===== src/rtl/line_writer.sv =====
// Pen plotter for a 1-bit-per-pixel SRAM frame buffer: draws Bresenham lines
// between successive camera points (PEN_W passes wide) using read-modify-write cycles.
module line_writer #(
    parameter int H_RES  = 640,
    parameter int V_RES  = 480,
    parameter int DATA_W = 16,
    parameter int ADDR_W = 18,
    parameter int PEN_W  = 4
) (
    input  logic              clk,
    input  logic              reset,
    input  logic              clk_en,
    input  logic              start,
    input  logic              erase,
    input  logic [1:0]        pen_mode,
    input  logic [9:0]        cam_x,
    input  logic [9:0]        cam_y,
    input  logic              cam_valid,
    output logic [ADDR_W-1:0] address,
    output logic [DATA_W-1:0] data_write,
    input  logic [DATA_W-1:0] data_read,
    output logic              ram_read,
    output logic              ram_write,
    input  logic              ram_ready,
    output logic              busy,
    output logic              done
);

    localparam int WORDS_PER_ROW = H_RES / DATA_W;
    localparam int TOTAL_WORDS   = H_RES * V_RES / DATA_W;
    localparam int LOG_W         = $clog2(DATA_W);

    typedef enum logic [3:0] {
        S_IDLE, S_ERASE, S_ERASE_WAIT, S_LINE_INIT, S_LINE_STEP,
        S_RD, S_RD_WAIT, S_WR, S_WR_WAIT
    } state_t;

    state_t              r_state;
    state_t              w_state_next;

    logic [ADDR_W-1:0]   r_address;
    logic [DATA_W-1:0]   r_data_write;
    logic [DATA_W-1:0]   r_rd_data;
    logic                r_ram_read;
    logic                r_ram_write;
    logic                r_done;
    logic                r_seen_low;
    logic                r_pen_down;
    logic [9:0]          r_ax, r_ay, r_nx, r_ny, r_cx, r_cy;
    logic [1:0]          r_mode;
    logic [3:0]          r_pass;
    logic signed [12:0]  r_dx, r_dy, r_err;
    logic                r_sx, r_sy;

    logic                w_in_range;
    logic                w_complete;
    logic                w_at_end;
    logic                w_last_pass;
    logic [10:0]         w_px;
    logic                w_px_ok;
    logic [ADDR_W-1:0]   w_pix_addr;
    logic [LOG_W-1:0]    w_bit;
    logic [DATA_W-1:0]   w_mask;
    logic [DATA_W-1:0]   w_new_word;
    logic [9:0]          w_adx, w_ady;
    logic signed [13:0]  w_e2, w_dx_ext, w_dy_ext;
    logic                w_step_x, w_step_y;
    logic signed [12:0]  w_err_next;

    assign w_in_range  = ({1'b0, cam_x} < 11'(H_RES)) && ({1'b0, cam_y} < 11'(V_RES));
    // A handshake completes once ram_ready has been seen low and is high again.
    assign w_complete  = ram_ready && r_seen_low;
    assign w_at_end    = (r_cx == r_nx) && (r_cy == r_ny);
    assign w_last_pass = (r_pass == 4'(PEN_W - 1));

    // Pass k shifts the whole line right by k; the stepper itself runs on base coordinates.
    assign w_px       = {1'b0, r_cx} + {7'b0, r_pass};
    assign w_px_ok    = (w_px < 11'(H_RES));
    assign w_pix_addr = ADDR_W'(r_cy) * ADDR_W'(WORDS_PER_ROW) + ADDR_W'(w_px >> LOG_W);
    assign w_bit      = w_px[LOG_W-1:0];
    assign w_mask     = DATA_W'(1) << w_bit;

    always_comb begin
        w_new_word = r_rd_data | w_mask;
        case (r_mode)
            2'd1:    w_new_word = r_rd_data & ~w_mask;
            2'd2:    w_new_word = r_rd_data ^ w_mask;
            default: w_new_word = r_rd_data | w_mask;
        endcase
    end

    assign w_adx      = (r_nx >= r_ax) ? (r_nx - r_ax) : (r_ax - r_nx);
    assign w_ady      = (r_ny >= r_ay) ? (r_ny - r_ay) : (r_ay - r_ny);
    assign w_e2       = {r_err, 1'b0};
    assign w_dx_ext   = {r_dx[12], r_dx};
    assign w_dy_ext   = {r_dy[12], r_dy};
    assign w_step_x   = (w_e2 >= w_dy_ext);
    assign w_step_y   = (w_e2 <= w_dx_ext);
    assign w_err_next = r_err + (w_step_x ? r_dy : 13'sd0) + (w_step_y ? r_dx : 13'sd0);

    always_ff @(posedge clk) begin
        if (reset) begin
            r_state <= S_IDLE;
        end else if (clk_en) begin
            r_state <= w_state_next;
        end
    end

    always_comb begin
        w_state_next = r_state;
        case (r_state)
            S_IDLE: begin
                if (start) begin
                    if (erase)
                        w_state_next = S_ERASE;
                    else if (cam_valid && w_in_range && r_pen_down)
                        w_state_next = S_LINE_INIT;
                end
            end
            S_ERASE:      if (ram_ready) w_state_next = S_ERASE_WAIT;
            S_ERASE_WAIT: begin
                if (w_complete)
                    w_state_next = (r_address == ADDR_W'(TOTAL_WORDS - 1)) ? S_IDLE : S_ERASE;
            end
            S_LINE_INIT:  w_state_next = S_RD;
            S_RD: begin
                if (!w_px_ok)
                    w_state_next = S_LINE_STEP;
                else if (ram_ready)
                    w_state_next = S_RD_WAIT;
            end
            S_RD_WAIT:    if (w_complete) w_state_next = S_WR;
            S_WR:         if (ram_ready) w_state_next = S_WR_WAIT;
            S_WR_WAIT:    if (w_complete) w_state_next = S_LINE_STEP;
            S_LINE_STEP: begin
                if (!w_at_end)
                    w_state_next = S_RD;
                else
                    w_state_next = w_last_pass ? S_IDLE : S_LINE_INIT;
            end
            default:      w_state_next = S_IDLE;
        endcase
    end

    always_ff @(posedge clk) begin
        if (reset) begin
            r_address    <= '0;
            r_data_write <= '0;
            r_rd_data    <= '0;
            r_ram_read   <= 1'b0;
            r_ram_write  <= 1'b0;
            r_done       <= 1'b0;
            r_seen_low   <= 1'b0;
            r_pen_down   <= 1'b0;
            r_ax         <= '0;
            r_ay         <= '0;
            r_nx         <= '0;
            r_ny         <= '0;
            r_cx         <= '0;
            r_cy         <= '0;
            r_mode       <= '0;
            r_pass       <= '0;
            r_dx         <= '0;
            r_dy         <= '0;
            r_err        <= '0;
            r_sx         <= 1'b0;
            r_sy         <= 1'b0;
        end else begin
            r_done <= 1'b0;
            if (clk_en) begin
                r_ram_read  <= 1'b0;
                r_ram_write <= 1'b0;
                case (r_state)
                    S_IDLE: begin
                        if (start) begin
                            if (erase) begin
                                r_address  <= '0;
                                r_pen_down <= 1'b0;
                            end else if (cam_valid && w_in_range) begin
                                if (r_pen_down) begin
                                    r_nx   <= cam_x;
                                    r_ny   <= cam_y;
                                    r_mode <= pen_mode;
                                    r_pass <= '0;
                                end else begin
                                    r_ax       <= cam_x;
                                    r_ay       <= cam_y;
                                    r_pen_down <= 1'b1;
                                    r_done     <= 1'b1;
                                end
                            end else begin
                                r_pen_down <= 1'b0;
                            end
                        end
                    end
                    S_ERASE: begin
                        if (ram_ready) begin
                            r_ram_write  <= 1'b1;
                            r_data_write <= '0;
                            r_seen_low   <= 1'b0;
                        end
                    end
                    S_ERASE_WAIT: begin
                        r_seen_low <= r_seen_low | ~ram_ready;
                        if (w_complete) begin
                            if (r_address == ADDR_W'(TOTAL_WORDS - 1))
                                r_done <= 1'b1;
                            else
                                r_address <= r_address + 1'b1;
                        end
                    end
                    S_LINE_INIT: begin
                        r_cx  <= r_ax;
                        r_cy  <= r_ay;
                        r_sx  <= (r_nx < r_ax);
                        r_sy  <= (r_ny < r_ay);
                        r_dx  <= {3'b000, w_adx};
                        r_dy  <= 13'd0 - {3'b000, w_ady};
                        r_err <= {3'b000, w_adx} - {3'b000, w_ady};
                    end
                    S_RD: begin
                        if (w_px_ok && ram_ready) begin
                            r_ram_read <= 1'b1;
                            r_address  <= w_pix_addr;
                            r_seen_low <= 1'b0;
                        end
                    end
                    S_RD_WAIT: begin
                        r_seen_low <= r_seen_low | ~ram_ready;
                        if (w_complete)
                            r_rd_data <= data_read;
                    end
                    S_WR: begin
                        if (ram_ready) begin
                            r_ram_write  <= 1'b1;
                            r_data_write <= w_new_word;
                            r_seen_low   <= 1'b0;
                        end
                    end
                    S_WR_WAIT: begin
                        r_seen_low <= r_seen_low | ~ram_ready;
                    end
                    S_LINE_STEP: begin
                        if (w_at_end) begin
                            if (w_last_pass) begin
                                r_done <= 1'b1;
                                r_ax   <= r_nx;
                                r_ay   <= r_ny;
                            end else begin
                                r_pass <= r_pass + 1'b1;
                            end
                        end else begin
                            if (w_step_x)
                                r_cx <= r_sx ? (r_cx - 10'd1) : (r_cx + 10'd1);
                            if (w_step_y)
                                r_cy <= r_sy ? (r_cy - 10'd1) : (r_cy + 10'd1);
                            r_err <= w_err_next;
                        end
                    end
                    default: ;
                endcase
            end
        end
    end

    assign address    = r_address;
    assign data_write = r_data_write;
    assign ram_read   = r_ram_read;
    assign ram_write  = r_ram_write;
    assign busy       = (r_state != S_IDLE);
    assign done       = r_done;

endmodule


===== config.mk =====
export PLATFORM = sky130hd
export DESIGN_NAME = line_writer
export DESIGN_NICKNAME = d
export VERILOG_FILES = /design/src/rtl/line_writer.sv
export SDC_FILE = /design/constraint.sdc
export NUM_CORES = 1
export LEC_CHECK = 0
export CAP_MARGIN = 30
export CORE_UTILIZATION = 55
export DETAILED_ROUTE_END_ITERATION = 8
export GPL_TIMING_DRIVEN = 1
export PLACE_DENSITY = 0.75
export SETUP_SLACK_MARGIN = 0.15
export SLEW_MARGIN = 20
export SYNTH_ARGS = -nofsm -noshare
export SYNTH_HDL_FRONTEND = slang
export SYNTH_SLANG_ARGS = --single-unit

===== constraint.sdc =====
create_clock -name clk -period 6.2 [get_ports clk]
set_input_delay 1.24 -clock clk [delete_from_list [all_inputs] [get_ports clk]]
set_output_delay 1.24 -clock clk [all_outputs]
set_load 0.005 [all_outputs]

Yosys cells after proc, flatten, opt, wreduce, memory -nomap -nowiden. Cells that the tools add are included. W data, S select, Z words.

Register bits: 161. Input bits: 45. Output and inout port bits: 38. Word-level logic and storage cells: 199.

Add/sub/neg operators: 16. $mul: 1. $lt $le $gt $ge: 9. Eq/ne operators: 36. Shifts and indexed selects: 1. Mux-type cells: 77. Bitwise operators: 8. Reductions and logical operators: 29.

Operator list (number): $mux W10 (21); $mux W18 (5); $pmux W10 S2 (4); $mux W4 (16); $pmux W16 S2 (2); $pmux W18 S3 (1); $sub A10 B10 Y10 (4); $ne A2 B2 Y1 const B (19); $pmux W4 S9 (1); $mux W16 (2); $mux W13 (2); $pmux W13 S2 (1); $add A10 B1 Y10 const B (2); $eq A10 B10 Y1 (2); $ge A10 B10 Y1 (2); $lt A10 B10 Y1 (2); $sub A10 B1 Y10 const B (2); $add A18 B1 Y18 const B (1); $eq A18 B15 Y1 const B (1); $add A16 B7 Y17 (1); $mux W1 (17); $and A16 B16 Y16 (1); $eq A4 B3 Y1 const B (4); $not A16 Y16 (1); 42 further kinds (63).

Depth between registers and ports, before layout.
Word-level depth: 8. Gate-level depth with buffers: 26. Mapped depth without buffers: 25.

Least setup slack after synthesis. Ideal clock, no wire load.

Kind: flip-flop to flip-flop. From: reg r_dx[1]. To: reg r_err[11]. Setup time: 91 ps. Data arrival time: 4211 ps. Data required time: 6109 ps. Slack: 1899 ps. Stages on the path, launching flop included: 25. Path buffers: 1. Period minus slack after synthesis: 4301 ps. Path through: dfxtp_1 -> inv_1 -> ha_1 -> nor2b_1 -> o21ai_0 -> a21boi_0 -> o21bai_1 -> a31oi_1 -> nor2_1 -> o21ai_0 -> nor2b_1 -> clkbuf_1 -> nor2_1 -> fa_1 -> ha_1 -> inv_1 -> fa_1 -> nor2b_1 -> o21ai_0 -> a21boi_0 -> o21ai_0 -> a21oi_1 -> nand3_1 -> a211o_1 -> a311oi_1.

Longest elaborated chain between the ends: 5.

Ends and longest elaborated chain: from (decl) (RTL line 52) `logic signed [12:0] r_dx, r_dy, r_err;`; from (signal assigned) (RTL line 217) `r_dx <= {3'b000, w_adx};`; $le A14 B11 Y1 (RTL line 98) `assign w_step_y = (w_e2 <= w_dx_ext);`; $mux W10 (*) (RTL line 99) `assign w_err_next = r_err + (w_step_x ? r_dy : 13'sd0) + (w_step_y ? r_dx : 13'sd0);`; $add A13 B11 Y13 (*) (RTL line 99); $mux W13 (*) (RTL line 244) `if (w_at_end) begin`; $pmux W13 S2 (*) (RTL line 173) `case (r_state)`; to (signal assigned) (RTL line 219) `r_err <= {3'b000, w_adx} - {3'b000, w_ady};`; to (signal assigned) (RTL line 257) `r_err <= w_err_next;`; to (decl) (RTL line 52).

Every way passes the cells marked *; elsewhere a longest branch is shown, timed or not. The select of a mux whose other input is x is not followed. A chain may end at the register's enable or synchronous reset.

Worst setup path after layout. Same ends and word-level chain as after synthesis.

==> results.md <==
Status:
- The flow ran to the end, and the final reports show no timing, DRC or antenna violations.

Clock network:
- The depth of the CTS H-tree is 4.
- The TritonCTS clock tree is built.
- The total CTS buffers is 17.
- The insertion delay of the later-clocked pin in the worst-skew pair is 0.44 ns.
- The post-CTS resize count is 0.
- The clock transition at the registers of the reported paths is 0.07 ns.
- The hold buffer count at CTS is 0.
- The TritonCTS sink count is 161.
- The root buffer cell chosen for the clock tree is clkbuf_16.
- The number of setup buffers added after CTS is 0.
- No sink is reached through more buffers than the 2 on the longest clock path.

Final layout:
- The final design area excluding fillers is 15100 sq um.
- In the final design database the tool counted 2010 nets.
- The final standard cell utilization of the core is 62.4%.
- Cells with a size suffix above 1 make up 4.56% of the layout.
- From synthesis to final layout, the design area changed by 11.7%.
- The number of inserted filler cells in the final layout is 2211.
- 0 antenna diodes ended up in the layout.

Critical path:
- The capturing instance or port of the critical path is r_err[11].
- The required time of the worst setup path is 6.55 ns.
- The endpoint of the most critical register-to-register path is r_err[11].
- The critical path is of the reg2reg type.
- The worst setup path is launched from a register.
- Setup slack on the worst reg-to-reg path comes out at 1.11 ns.
- For the worst flop-to-flop path, the logic depth is 23.
- The worst setup path is captured at a register.
- The launch point of the worst path is r_dx[1].
- The arrival time at the worst endpoint is 5.43 ns.
- Along the worst path, the maximum fanout reaches 10.
- In this run the critical register-to-register path is launched from r_dx[1].

Synth:
- In this run, synthesis inferred 0 flip-flops with an integrated enable.
- Yosys printed 0 warnings.
- After synthesis the netlist holds a flip-flop and latch count of 161.
- The cell taking the most area after synthesis is dfxtp_1.
- Among all flip-flop cells after synthesis, the most frequent one is dfxtp_1.
- Ranked by instance count, the synthesized netlist is headed by nand2_1 (218), nor2_1 (169), dfxtp_1 (161), ha_1 (160), a21oi_1 (147).
- The cell area after synthesis is 13600 sq um.
- The sequential share of the synthesized area is 23.8%.
- The cell with the most instances after synthesis is nand2_1.
- Yosys mapped the design onto 79 distinct sky130hd cell types.
- Dividing the synthesized area by the synthesized cell count gives 7.67 sq um.
- After synthesis, the cell types taking the most area are dfxtp_1 (24%), ha_1 (15%), nand2_1 (6.0%), a21oi_1 (5.4%), nor2_1 (4.7%).
- The number of instances in the synthesized netlist is 1768.
- The area share of the largest cell type after synthesis is 23.8%.
- The fraction of synthesis flops using an asynchronous set or reset pin is 0%.
- The number of nets handed over by synthesis was 1994.

Floorplan:
- The area of the die is 25300 sq um.
- 83 I/O pins were placed.
- The core region is 24200 sq um.
- Measured along the x axis, the die boundary spans 159 um.
- The die span in y is 159 um.
- For this configuration, the core starts out at a cell density of 55.9%.
- The placement row count is 57.

Timing:
- The number of hold violations in the final report came to 0.
- The post-layout worst setup margin is 1.11 ns.
- The headroom to the max-slew limit is 41.1%.
- The tightest hold margin is 0.461 ns.
- The worst setup skew after layout is 0.0127 ns.
- Summed over all failing endpoints, the final setup total negative slack is 0 ns.
- The final-report max-slew violation count is 0.
- The actual transition at the worst max-transition pin is 0.861 ns.
- Setup repair after global routing left no endpoint under its margin.
- For the finished layout, the period the worst path requires is 5.09 ns.
- For this run, the top clock speed supported by timing is 0.197 GHz.
- Setup violations remaining at the end of the flow were counted as 0.
- Dividing the final minimum period by the clock period gives 82.1%.

Routing:
- The average wire per standard cell is 17.4 um.
- The via count normalized by instance count is 5.99.
- For this run, the detailed router's first-pass iteration total came to 5.
- After detailed routing, the number of remaining DRC violations is 0.
- The first routing iteration left 1080 violations.
- The final routed wirelength across all metal layers is 36900 um.
- The total via count after detailed routing is 12715.
- The remaining antenna violation count is 0.

Pwr:
- The largest vdd supply drop is 190 uV.
- Summed over all cells, the static leakage comes to 6.03 nW.
- In this run the power density over the cells is 196 nW/um^2.

Job:
- The max capacitance violation total is 0.

Placement:
- The placed cell area is 14500 sq um.
- The number of buffer cells added on primary ports is 82.
- OpenSTA, run right after detailed placement, puts the worst setup slack at 1.25 ns.
- The half-perimeter wire length after detailed placement is 27100 um.
- The weighted congestion reported at the end of routability-driven placement is 0.911.

Min path:
- The path class of the tightest hold or removal check is reg2reg.
- The worst hold path passes through 2 cells.

Global routing:
- Entering global routing, the biggest net connects 125 pins.
- After global routing the overflow that remains totals 0.
- The global-route wire length before repair is 60200 um.
- The initial antenna violation count is 0.
- The number of global-route vias before repair came to 11933.
- For this run, the total global-route usage over all layers was measured as 29.2%.
[layout by cell type (no fill, tap or decap), drive strengths merged, types with 23 or more instances in the layout]
master and n:
clkdlybuf4s50 81, xor2 37, a22oi 27, a211oi 27
a31oi 23, a21oi 149, xnor2 53, nor2 169
a311oi 28, nor2b 28, inv 150, o21ai 68
nand3 39, dfxtp 161, ha 160, nand2 218
nor3 46
[logic make-up (layout without fill, tap and decap cells)]
| family | after synthesis | in the layout | share of synthesized area [%] |
|---|---|---|---|
| buf+inv | 235 | 264 | 6.77 |
| xor+xnor | 90 | 90 | 5.82 |
| flops | 161 | 161 | 23.8 |
| mux | 25 | 25 | 1.88 |
| fa+ha+maj | 181 | 181 | 17.9 |
| compound gates | 458 | 458 | 22.8 |
| simple gates | 618 | 618 | 21.1 |
[state kept, by name (all words and copies together), names as in the netlist, 10 cells and up]
| name | count |
|---|---|
| address | 18 |
| data_write | 16 |
| r_rd_data | 16 |
| r_err | 13 |
| r_dy | 11 |
| r_ax | 10 |
| r_ay | 10 |
| r_cx | 10 |
| r_cy | 10 |
| r_dx | 10 |
| r_nx | 10 |
| r_ny | 10 |
[layout make-up]
class / count / area [sq um] / area share (%)
clock buffer: 17 / 425 / 2.81
clock inverter: 15 / 188 / 1.24
inverter: 139 / 522 / 3.45
multi-input combinational: 1372 / 9430 / 62.3
sequential: 161 / 3220 / 21.3
tap: 324 / 405 / 2.68
timing repair buffer: 93 / 940 / 6.21
[through the flow]
| stage | total power [W] | instances |
|---|---|---|
| floorplan | 0.00165 | 1768 |
| global placement | 0.00183 | 2084 |
| detailed placement | 0.00184 | 2087 |
| CTS | 0.00297 | 2119 |
| global route | 0.00310 | 2121 |
| finish | 0.00297 | 2121 |
[critical path, cell delays in order, from the launching register on]
cell,delay [ns]
dfxtp_1,0.32
inv_1,0.07
ha_1,0.27
nor2b_1,0.17
o21ai_0,0.10
a21boi_0,0.19
o21bai_1,0.08
a31oi_1,0.23
nor2_1,0.07
o21ai_0,0.13
nor2b_1,0.55
nor2_1,0.12
fa_1,0.51
ha_1,0.17
inv_1,0.06
fa_1,0.40
nor2b_1,0.13
o21ai_0,0.09
a21boi_0,0.28
o21ai_0,0.17
a21oi_1,0.23
nand3_1,0.13
a211o_1,0.28
a311oi_1,0.25
[worst min path at each step]
stage	start	slack, ns	end
6_report	r_dx[2]	0.46	r_dx[2]
5_1_grt	r_dx[2]	0.50	r_dx[2]
4_1_cts	r_dx[2]	0.46	r_dx[2]
3_5_place_dp	r_dx[5]	0.45	r_dx[5]
3_3_place_gp	r_dx[5]	0.44	r_dx[5]
2_1_floorplan	r_dx[2]	0.44	r_dx[2]
[metal layers]
layer  global-route usage, %  up-vias  part of all wire, %
met2                    46.2      415                   45
li1                        -     6252                    -
met4                    9.83        0                  2.5
met5                       0        -                    0
met1                    40.1     5993                   46
met3                    4.98       55                  6.7
[where the power goes]
| part | total [W] | internal (W) | switching (W) |
|---|---|---|---|
| clock network | 0.00114 | 0.000618 | 0.000517 |
| registers | 0.00108 | 0.00105 | 0.0000322 |
| logic | 0.000755 | 0.000311 | 0.000443 |
No activity file was read; power rests on OpenSTA's default activity.
